[config.mk]
export PLATFORM = sky130hd
export DESIGN_NAME = alu_op_sequencer_flat
export DESIGN_NICKNAME = d
export VERILOG_FILES = /design/src/rtl/alu_op_sequencer_if.sv /design/src/rtl/alu_op_sequencer.sv /design/src/flat_wrapper.sv
export SDC_FILE = /design/constraint.sdc
export NUM_CORES = 1
export LEC_CHECK = 0
export BUFFER_PORTS_ARGS = -buffer_cell sky130_fd_sc_hd__buf_2
export CAP_MARGIN = 10
export CORE_MARGIN = 1
export CORE_UTILIZATION = 42
export CTS_BUF_LIST = sky130_fd_sc_hd__clkbuf_2 sky130_fd_sc_hd__clkbuf_4 sky130_fd_sc_hd__clkbuf_8
export CTS_CLUSTER_DIAMETER = 200
export DETAILED_ROUTE_END_ITERATION = 7
export HOLD_SLACK_MARGIN = 0.02
export PLACE_DENSITY = 0.65
export SYNTH_ARGS = -nofsm -noshare
export SYNTH_HDL_FRONTEND = slang
export SYNTH_SLANG_ARGS = --single-unit
[constraint.sdc]
create_clock -name clk_in -period 4.6 [get_ports clk_in]
set_input_delay 0.92 -clock clk_in [delete_from_list [all_inputs] [get_ports clk_in]]
set_output_delay 0.92 -clock clk_in [all_outputs]
set_load 0.005 [all_outputs]
[src/rtl/alu_op_sequencer_if.sv]
// Operand, control and display-select signals between the ALU op sequencer and its host.
// The slave modport is the sequencer side, and the master modport is the host side.
interface alu_op_sequencer_if;
    logic [2:0] Num_A_in;
    logic [2:0] Num_B_in;
    logic       start_in;
    logic       abort_in;
    logic       man_in;
    logic       step_in;
    logic [2:0] Num_A_out;
    logic [2:0] Num_B_out;
    logic [1:0] Sel_A_out;
    logic       Sel_M_out;
    logic       busy_out;
    logic       done_out;
    logic [2:0] phase_out;

    modport slave (
        input  Num_A_in, Num_B_in, start_in, abort_in, man_in, step_in,
        output Num_A_out, Num_B_out, Sel_A_out, Sel_M_out, busy_out, done_out, phase_out
    );

    modport master (
        output Num_A_in, Num_B_in, start_in, abort_in, man_in, step_in,
        input  Num_A_out, Num_B_out, Sel_A_out, Sel_M_out, busy_out, done_out, phase_out
    );
endinterface

[src/rtl/alu_op_sequencer.sv]
// Steps the 3-bit ALU through all four operations, showing each result in octal and then in Gray.
// Each display phase is held for DWELL cycles in auto mode, or advanced by step pulses in manual mode.
module alu_op_sequencer #(
    parameter int unsigned DWELL = 8
) (
    input logic              clk_in,
    input logic              rst_in,
    alu_op_sequencer_if.slave bus
);

    localparam logic [1:0] ST_IDLE = 2'd0;
    localparam logic [1:0] ST_RUN  = 2'd1;
    localparam logic [1:0] ST_DONE = 2'd2;

    localparam logic [7:0] DWELL_LAST = 8'(DWELL - 1);

    logic [1:0] state_q, state_d;
    logic [2:0] phase_q, phase_d;
    logic [7:0] cnt_q, cnt_d;
    logic [2:0] num_a_q, num_a_d;
    logic [2:0] num_b_q, num_b_d;
    logic       step_q;
    logic       step_rise;
    logic       advance;

    assign step_rise = bus.step_in & ~step_q;

    // NOTE: every next-state signal gets a default at the top, so no path leaves it unassigned and no latch is inferred.
    always_comb begin
        state_d = state_q;
        phase_d = phase_q;
        cnt_d   = cnt_q;
        num_a_d = num_a_q;
        num_b_d = num_b_q;
        advance = 1'b0;

        case (state_q)
            ST_IDLE: begin
                if (bus.start_in && !bus.abort_in) begin
                    state_d = ST_RUN;
                    phase_d = 3'd0;
                    cnt_d   = 8'd0;
                    num_a_d = bus.Num_A_in;
                    num_b_d = bus.Num_B_in;
                end
            end

            ST_RUN: begin
                if (bus.abort_in) begin
                    state_d = ST_IDLE;
                    phase_d = 3'd0;
                    cnt_d   = 8'd0;
                end else begin
                    // Manual mode pins the counter at zero so that a later return to auto mode dwells a full period.
                    if (bus.man_in) begin
                        cnt_d   = 8'd0;
                        advance = step_rise;
                    end else if (cnt_q == DWELL_LAST) begin
                        cnt_d   = 8'd0;
                        advance = 1'b1;
                    end else begin
                        cnt_d = cnt_q + 8'd1;
                    end

                    if (advance) begin
                        if (phase_q == 3'd7) begin
                            state_d = ST_DONE;
                        end else begin
                            phase_d = phase_q + 3'd1;
                        end
                    end
                end
            end

            ST_DONE: begin
                state_d = ST_IDLE;
                if (bus.abort_in) begin
                    phase_d = 3'd0;
                end
            end

            default: state_d = ST_IDLE;
        endcase
    end

    // NOTE: registers update with non-blocking assignments, so every flop samples the pre-edge value of the others.
    always_ff @(posedge clk_in or posedge rst_in) begin
        if (rst_in) begin
            state_q <= ST_IDLE;
            phase_q <= 3'd0;
            cnt_q   <= 8'd0;
            num_a_q <= 3'd0;
            num_b_q <= 3'd0;
            step_q  <= 1'b0;
        end else begin
            state_q <= state_d;
            phase_q <= phase_d;
            cnt_q   <= cnt_d;
            num_a_q <= num_a_d;
            num_b_q <= num_b_d;
            step_q  <= bus.step_in;
        end
    end

    // Outputs are decoded straight from registers, so an asynchronous reset clears them immediately.
    assign bus.Num_A_out = num_a_q;
    assign bus.Num_B_out = num_b_q;
    assign bus.Sel_A_out = phase_q[2:1];
    assign bus.Sel_M_out = phase_q[0];
    assign bus.phase_out = phase_q;
    assign bus.busy_out  = (state_q == ST_RUN);
    assign bus.done_out  = (state_q == ST_DONE);

endmodule

[src/flat_wrapper.sv]
// flat-port wrapper written by rule: the top's interface ports become plain ports
module alu_op_sequencer_flat 
#(
    parameter int unsigned DWELL = 8
)
  (clk_in, rst_in, bus_Num_A_in, bus_Num_B_in, bus_start_in, bus_abort_in, bus_man_in, bus_step_in, bus_Num_A_out, bus_Num_B_out, bus_Sel_A_out, bus_Sel_M_out, bus_busy_out, bus_done_out, bus_phase_out);
  alu_op_sequencer_if bus_i ();
  input logic clk_in;
  input logic rst_in;
  input wire logic [$bits(bus_i.Num_A_in)-1:0] bus_Num_A_in;
  input wire logic [$bits(bus_i.Num_B_in)-1:0] bus_Num_B_in;
  input wire logic [$bits(bus_i.start_in)-1:0] bus_start_in;
  input wire logic [$bits(bus_i.abort_in)-1:0] bus_abort_in;
  input wire logic [$bits(bus_i.man_in)-1:0] bus_man_in;
  input wire logic [$bits(bus_i.step_in)-1:0] bus_step_in;
  output wire logic [$bits(bus_i.Num_A_out)-1:0] bus_Num_A_out;
  output wire logic [$bits(bus_i.Num_B_out)-1:0] bus_Num_B_out;
  output wire logic [$bits(bus_i.Sel_A_out)-1:0] bus_Sel_A_out;
  output wire logic [$bits(bus_i.Sel_M_out)-1:0] bus_Sel_M_out;
  output wire logic [$bits(bus_i.busy_out)-1:0] bus_busy_out;
  output wire logic [$bits(bus_i.done_out)-1:0] bus_done_out;
  output wire logic [$bits(bus_i.phase_out)-1:0] bus_phase_out;
  assign bus_i.Num_A_in = bus_Num_A_in;
  assign bus_i.Num_B_in = bus_Num_B_in;
  assign bus_i.start_in = bus_start_in;
  assign bus_i.abort_in = bus_abort_in;
  assign bus_i.man_in = bus_man_in;
  assign bus_i.step_in = bus_step_in;
  assign bus_Num_A_out = bus_i.Num_A_out;
  assign bus_Num_B_out = bus_i.Num_B_out;
  assign bus_Sel_A_out = bus_i.Sel_A_out;
  assign bus_Sel_M_out = bus_i.Sel_M_out;
  assign bus_busy_out = bus_i.busy_out;
  assign bus_done_out = bus_i.done_out;
  assign bus_phase_out = bus_i.phase_out;
  alu_op_sequencer #(.DWELL(DWELL)) u_core (.clk_in(clk_in), .rst_in(rst_in), .bus(bus_i));
endmodule
# Word-level counts from Yosys, hierarchy flattened
# Index checks and enable logic that the tools add are counted.
[word_totals] register_bits=20 inputBits=12 out_inout_bits=14 elab_cells=48
[classes] add_sub_neg=2 eq_ne=9 mux=20 bitwise=2 n_reduce_logical=9
[op_table] cell="8-bit two-way mux" count=4
[op_table] cell="8-bit one-hot mux with 2 select lines" count=1
[op_table] cell="3-bit two-way mux" count=5
[op_table] cell="3-bit one-hot mux with 3 select lines" count=1
[op_table] cell="8-bit by 1-bit adder with 8-bit output (second input constant)" count=1
[op_table] cell="8-bit by 3-bit == test with 1-bit output (second input constant)" count=1
[op_table] cell="2-bit two-way mux" count=4
[op_table] cell="3-bit by 2-bit inequality test with 1-bit output (second input constant)" count=2
[op_table] cell="5-bit AND reduction" count=1
[op_table] cell="1-bit two-way mux" count=4
[op_table] cell="2-bit one-hot mux with 2 select lines" count=1
[op_table] cell="2-bit AND reduction" count=2
[op_table] cell="3-bit by 1-bit adder with 3-bit output (second input constant)" count=1
[op_table] cell="3-bit == test (second input constant)" count=1
[op_table] cell="3-bit inequality test (second input constant)" count=1
[op_table] cell="3-bit AND reduction" count=1
[op_table] cell="3-bit nonzero test" count=1
[op_table] cell="2-bit by 1-bit == test with 1-bit output (second input constant)" count=1
[op_table] cell="2-bit == test (second input constant)" count=1
[op_table] cell="2-bit logical NOT" count=1
[op_table] cell="2-bit by 1-bit inequality test with 1-bit output (second input constant)" count=1
[op_table] cell="2-bit inequality test (second input constant)" count=1
[op_table] cell="2-bit nonzero test" count=1
[op_table] cell="1-bit bitwise AND" count=1
[op_table] cell="3 further kinds" count=3

# Longest topological paths before layout
[logic_depth] word_depth=8 ltp_mapped=6 depth_no_buf=6

# Least setup slack after synthesis
# Ideal clock, no wire load.
[synth_path] path_type="input-to-reg" startpoint="input bus_abort_in" endpoint="register u_core.phase_q[0], in the netlist u_core.bus.phase_out[0]" setup_time_ns=0.125 arrival_ns=1.967 required_time_ns=4.475 slack_ns=2.508 stages=4 n_path_buf=0 cell_sequence="nor4b_4 > a211oi_2 > a31oi_4 > mux2_4"
[synth_via] elab_chain_cells=4 word_cells_on_any_way=9 classes_between="eq/ne (4); mux (2); reduce/logical (3)"
[synth_lines] element="start, declared" line_no="flat_wrapper.sv:13" rtl="input wire logic [$bits(bus_i.abort_in)-1:0] bus_abort_in;"
[synth_lines] element="1-bit logical NOT" line_no="alu_op_sequencer.sv:39" rtl="if (bus.start_in && !bus.abort_in) begin"
[synth_lines] element="1-bit logical AND" line_no="alu_op_sequencer.sv:39"
[synth_lines] element="2-bit by 1-bit inequality test with 1-bit output (no source line)"
[synth_lines] element="5-bit AND reduction (no source line)"
[synth_lines] element="end signal, assigned" line_no="alu_op_sequencer.sv:97" rtl="phase_q <= phase_d;"
[synth_lines] element="end, declared" line_no="alu_op_sequencer.sv:18" rtl="logic [2:0] phase_q, phase_d;"
# Parallel ways exist; a longest one is shown, timed or not.
# A chain may end at the register's enable or synchronous reset.

# Worst setup path after layout
[layout_path] startpoint="register u_core.state_q[1]" endpoint="output bus_busy_out"
[layout_via] elab_chain_cells=1
[layout_lines] element="start, declared" line_no="alu_op_sequencer.sv:17" rtl="logic [1:0] state_q, state_d;"
[layout_lines] element="start signal, assigned" line_no="alu_op_sequencer.sv:96" rtl="state_q <= state_d;"
[layout_lines] element="2-bit by 1-bit == test with 1-bit output" line_no="alu_op_sequencer.sv:111" rtl="assign bus.busy_out = (state_q == ST_RUN);"
[layout_lines] element="end, declared" line_no="flat_wrapper.sv:20" rtl="output wire logic [$bits(bus_i.busy_out)-1:0] bus_busy_out;"
# No other way between the ends.

==> flow_summary.yaml <==
yosys:
  synth_area_leaders: "dfrtp_1, mux2_2, xor2_1, ha_1, nor2_1"
  netlist_area_sq_mm: 0.00107
  synth_compound_area_frac: 0.113
  synth-simple-area-share: 0.192
  postSynthAreaPerCell_sq_um: 11.4
  synth_fp_nets: 109
  ys_seq_area_frac: 0.467
  synth_largest_area_cell: "dfrtp_1"
  ys_warn_count: 0
  synth_fa_ha_area_frac: 0.0350
  synth_commonest_cells: "dfrtp_1, nor2_1, mux2_2, o21ai_0"
  ys_types: 33
  muxShareOfSynthArea: 0.0958
  yosysTopAreaCellShare: 0.467
  synth_xor_area_frac: 0.0409
  syn_inst: 94
  synth_edf_count: 0
  synthFlopType: "dfrtp_1"
  synth-seq-cells: 20
  async_flop_share: 1.00
  synth_top_family_by_area: "simple AND/OR/NAND/NOR gates"
  synth_most_common_cell: "dfrtp_1"
clock_tree:
  postCtsHoldBufs: 0
  clk_latency_ps: 290
  cts.clk_slew.worst_paths_ps: 100
  cts_root_buf: "clkbuf_4"
  cts_resized: 0
  tritoncts: "done"
  numClockSinks: 20
  cts_buffers: 3
  post-cts-setup-buffer-count: 0
  ctsLongestPathBuffers: 2
  htree_levels: 1
grt:
  track_usage: 0.169
  overflow: 0
  antenna_found_initial: 0
  grt_max_degree: 21
  top_usage_layer: "met1"
  grt_use_met1: 0.245
  met2_usage: 0.243
  grt_pass1_wl_um: 3370
  grt_use_met3: 0.0377
  grt_pass1_vias: 750
sta:
  slew_headroom: 0.513
  setup_tns_ps: 0
  tightest_slew_ps: 730
  finalMaxSlewViolations: 0
  finalHoldViolCount: 0
  worst_clock_skew_ps: 0.634
  period_minus_slack_ps: 2140
  holdWs_ps: 509
  max_freq_ghz: 0.467
  finalSetupViolCount: 0
  rsz0062_at_grt: "no"
  period_share: 0.465
placement:
  placed_area_sq_mm: 0.00119
  dp_hpwl_um: 1430
  place_congestion: 0.825
  dp.cells: 142
  port_buffers: 25
drt:
  detail_route.wl_per_cell_um: 13.2
  ant_nets: 0
  drt-initial-drc-count: 11
  routed-via-count: 761
  routed_wl_um: 1910
  dr.pass1.iters: 3
  via_per_inst: 5.25
  drc: 0
power:
  power_leakage_nw: 0.589
  power_density_mw_per_mm2: 352
  peakVddDrop_uv: 282
setup_path:
  path_class: "reg2out"
  r2r_setup_slack_ps: 2670
  r2r_end: "u_core.bus.phase_out[0]$_DFFE_PP0P_"
  crit_path_max_fanout: 9
  r2r_start: "u_core.cnt_q[0]$_DFFE_PP0P_"
  cp.required_ps: 3680
  cp-end-kind: "output pin"
  worst_ep_arrival_time_ps: 1220
  ff2ff_path_depth: 5
  crit_path_start_kind: "flop"
worst_hold_path:
  min_path_cells: 1
  holdCritPathClass: "reg2reg"
  hold_end: "u_core.bus.Num_A_out[2]$_DFFE_PP0P_"
  worstHoldStart: "u_core.bus.Num_A_out[2]$_DFFE_PP0P_"
die:
  dieArea_sq_mm: 0.00276
  die_y_um: 52.5
  initial_utilization: 0.466
  coreArea_sq_mm: 0.00230
  die_w_um: 52.5
  ios: 26
  fp-row-count: 17
run_status:
  status: "complete, no violations"
job:
  maxCapViolations: 0
finish:
  stdcell_count: 145
  antenna_cells: 0
  area_growth_pct: 13.2
  stdcell_area_sq_mm: 0.00121
  fin_nets: 134
  drive_above_1_share: 0.350
flip-flops by register name (all words and copies together) (netlist names):
name / cells
u_core.state_q: 2
u_core.bus.Num_A_out: 3
u_core.bus.phase_out: 3
u_core.cnt_q: 8
u_core.step_q: 1
u_core.bus.Num_B_out: 3
cells by family after synthesis:
kind of cell,Yosys count
adder cells (fa/ha/maj),3
AO/OA/AOI/OAI,16
XOR/XNOR,5
AND/OR/NAND/NOR,31
buffers and inverters,10
flip-flops,20
multiplexers,9
layer usage:
layer	share of wire	routed length, um
met1	0.49	945
met2	0.44	846
met3	0.056	107
met4	0.0073	14
met5	0	0
layout make-up:
type                            count  area [sq um]
Fill cell                         209          1080
Multi-Input combinational cell     64           510
Sequential cell                    20           500
Tap cell                           28          35.0
Clock buffer                        3          22.5
Inverter                            5          18.8
Timing Repair Buffer               25           125
worst max path at each step:
stage	startpoint	endpoint	slack (ps)	depth (start not counted)
floorplan	bus_abort_in	u_core.bus.phase_out[0]$_DFFE_PP0P_	2510	4
global placement	bus_abort_in	u_core.bus.phase_out[0]$_DFFE_PP0P_	2250	5
detailed placement	bus_abort_in	u_core.bus.phase_out[0]$_DFFE_PP0P_	2200	5
CTS	u_core.state_q[1]$_DFFE_PP0P_	bus_busy_out	2440	2
global route	u_core.state_q[1]$_DFFE_PP0P_	bus_done_out	2320	3
finish	u_core.state_q[1]$_DFFE_PP0P_	bus_busy_out	2460	2
report_power, final:
group / total, mW / internal (mW) / leakage (nW) / switching, mW
logic: 0.118 / 0.0660 / 0.315 / 0.0522
clock network: 0.0788 / 0.0304 / 0.0138 / 0.0484
registers: 0.229 / 0.204 / 0.260 / 0.0253
total: 0.426 / 0.300 / 0.589 / 0.126
stage by stage:
stage / power (mW) / setup slack [ps] / util
global placement: 0.349 / 2250 / 0.518
CTS: 0.432 / 2440 / 0.528
floorplan: 0.311 / 2510 / -
detailed placement: 0.352 / 2200 / 0.518
finish: 0.426 / 2460 / 0.528
global route: 0.460 / 2320 / 0.528
worst max-delay path, cell delays in order, from the launching register on:
cell     delay (ps)
dfrtp_1         560
and2b_2         250
buf_2           120
layout by cell type (no fill, tap or decap), types with 2 or more instances in the layout:
cell type  netlist  final
mux2i_1          2      2
clkbuf_4         0      3
and3_1           3      3
mux2_2           6      6
dfrtp_1         20     20
buf_2            0     25
a21oi_1          2      2
o21ai_0          6      6
xor2_1           5      5
o211ai_1         4      4
ha_1             3      3
inv_1            5      5
nand2_1          4      4
nand3_1          2      2
nor2_1           9      9
Note: power is estimated with default switching activity, not from simulation.
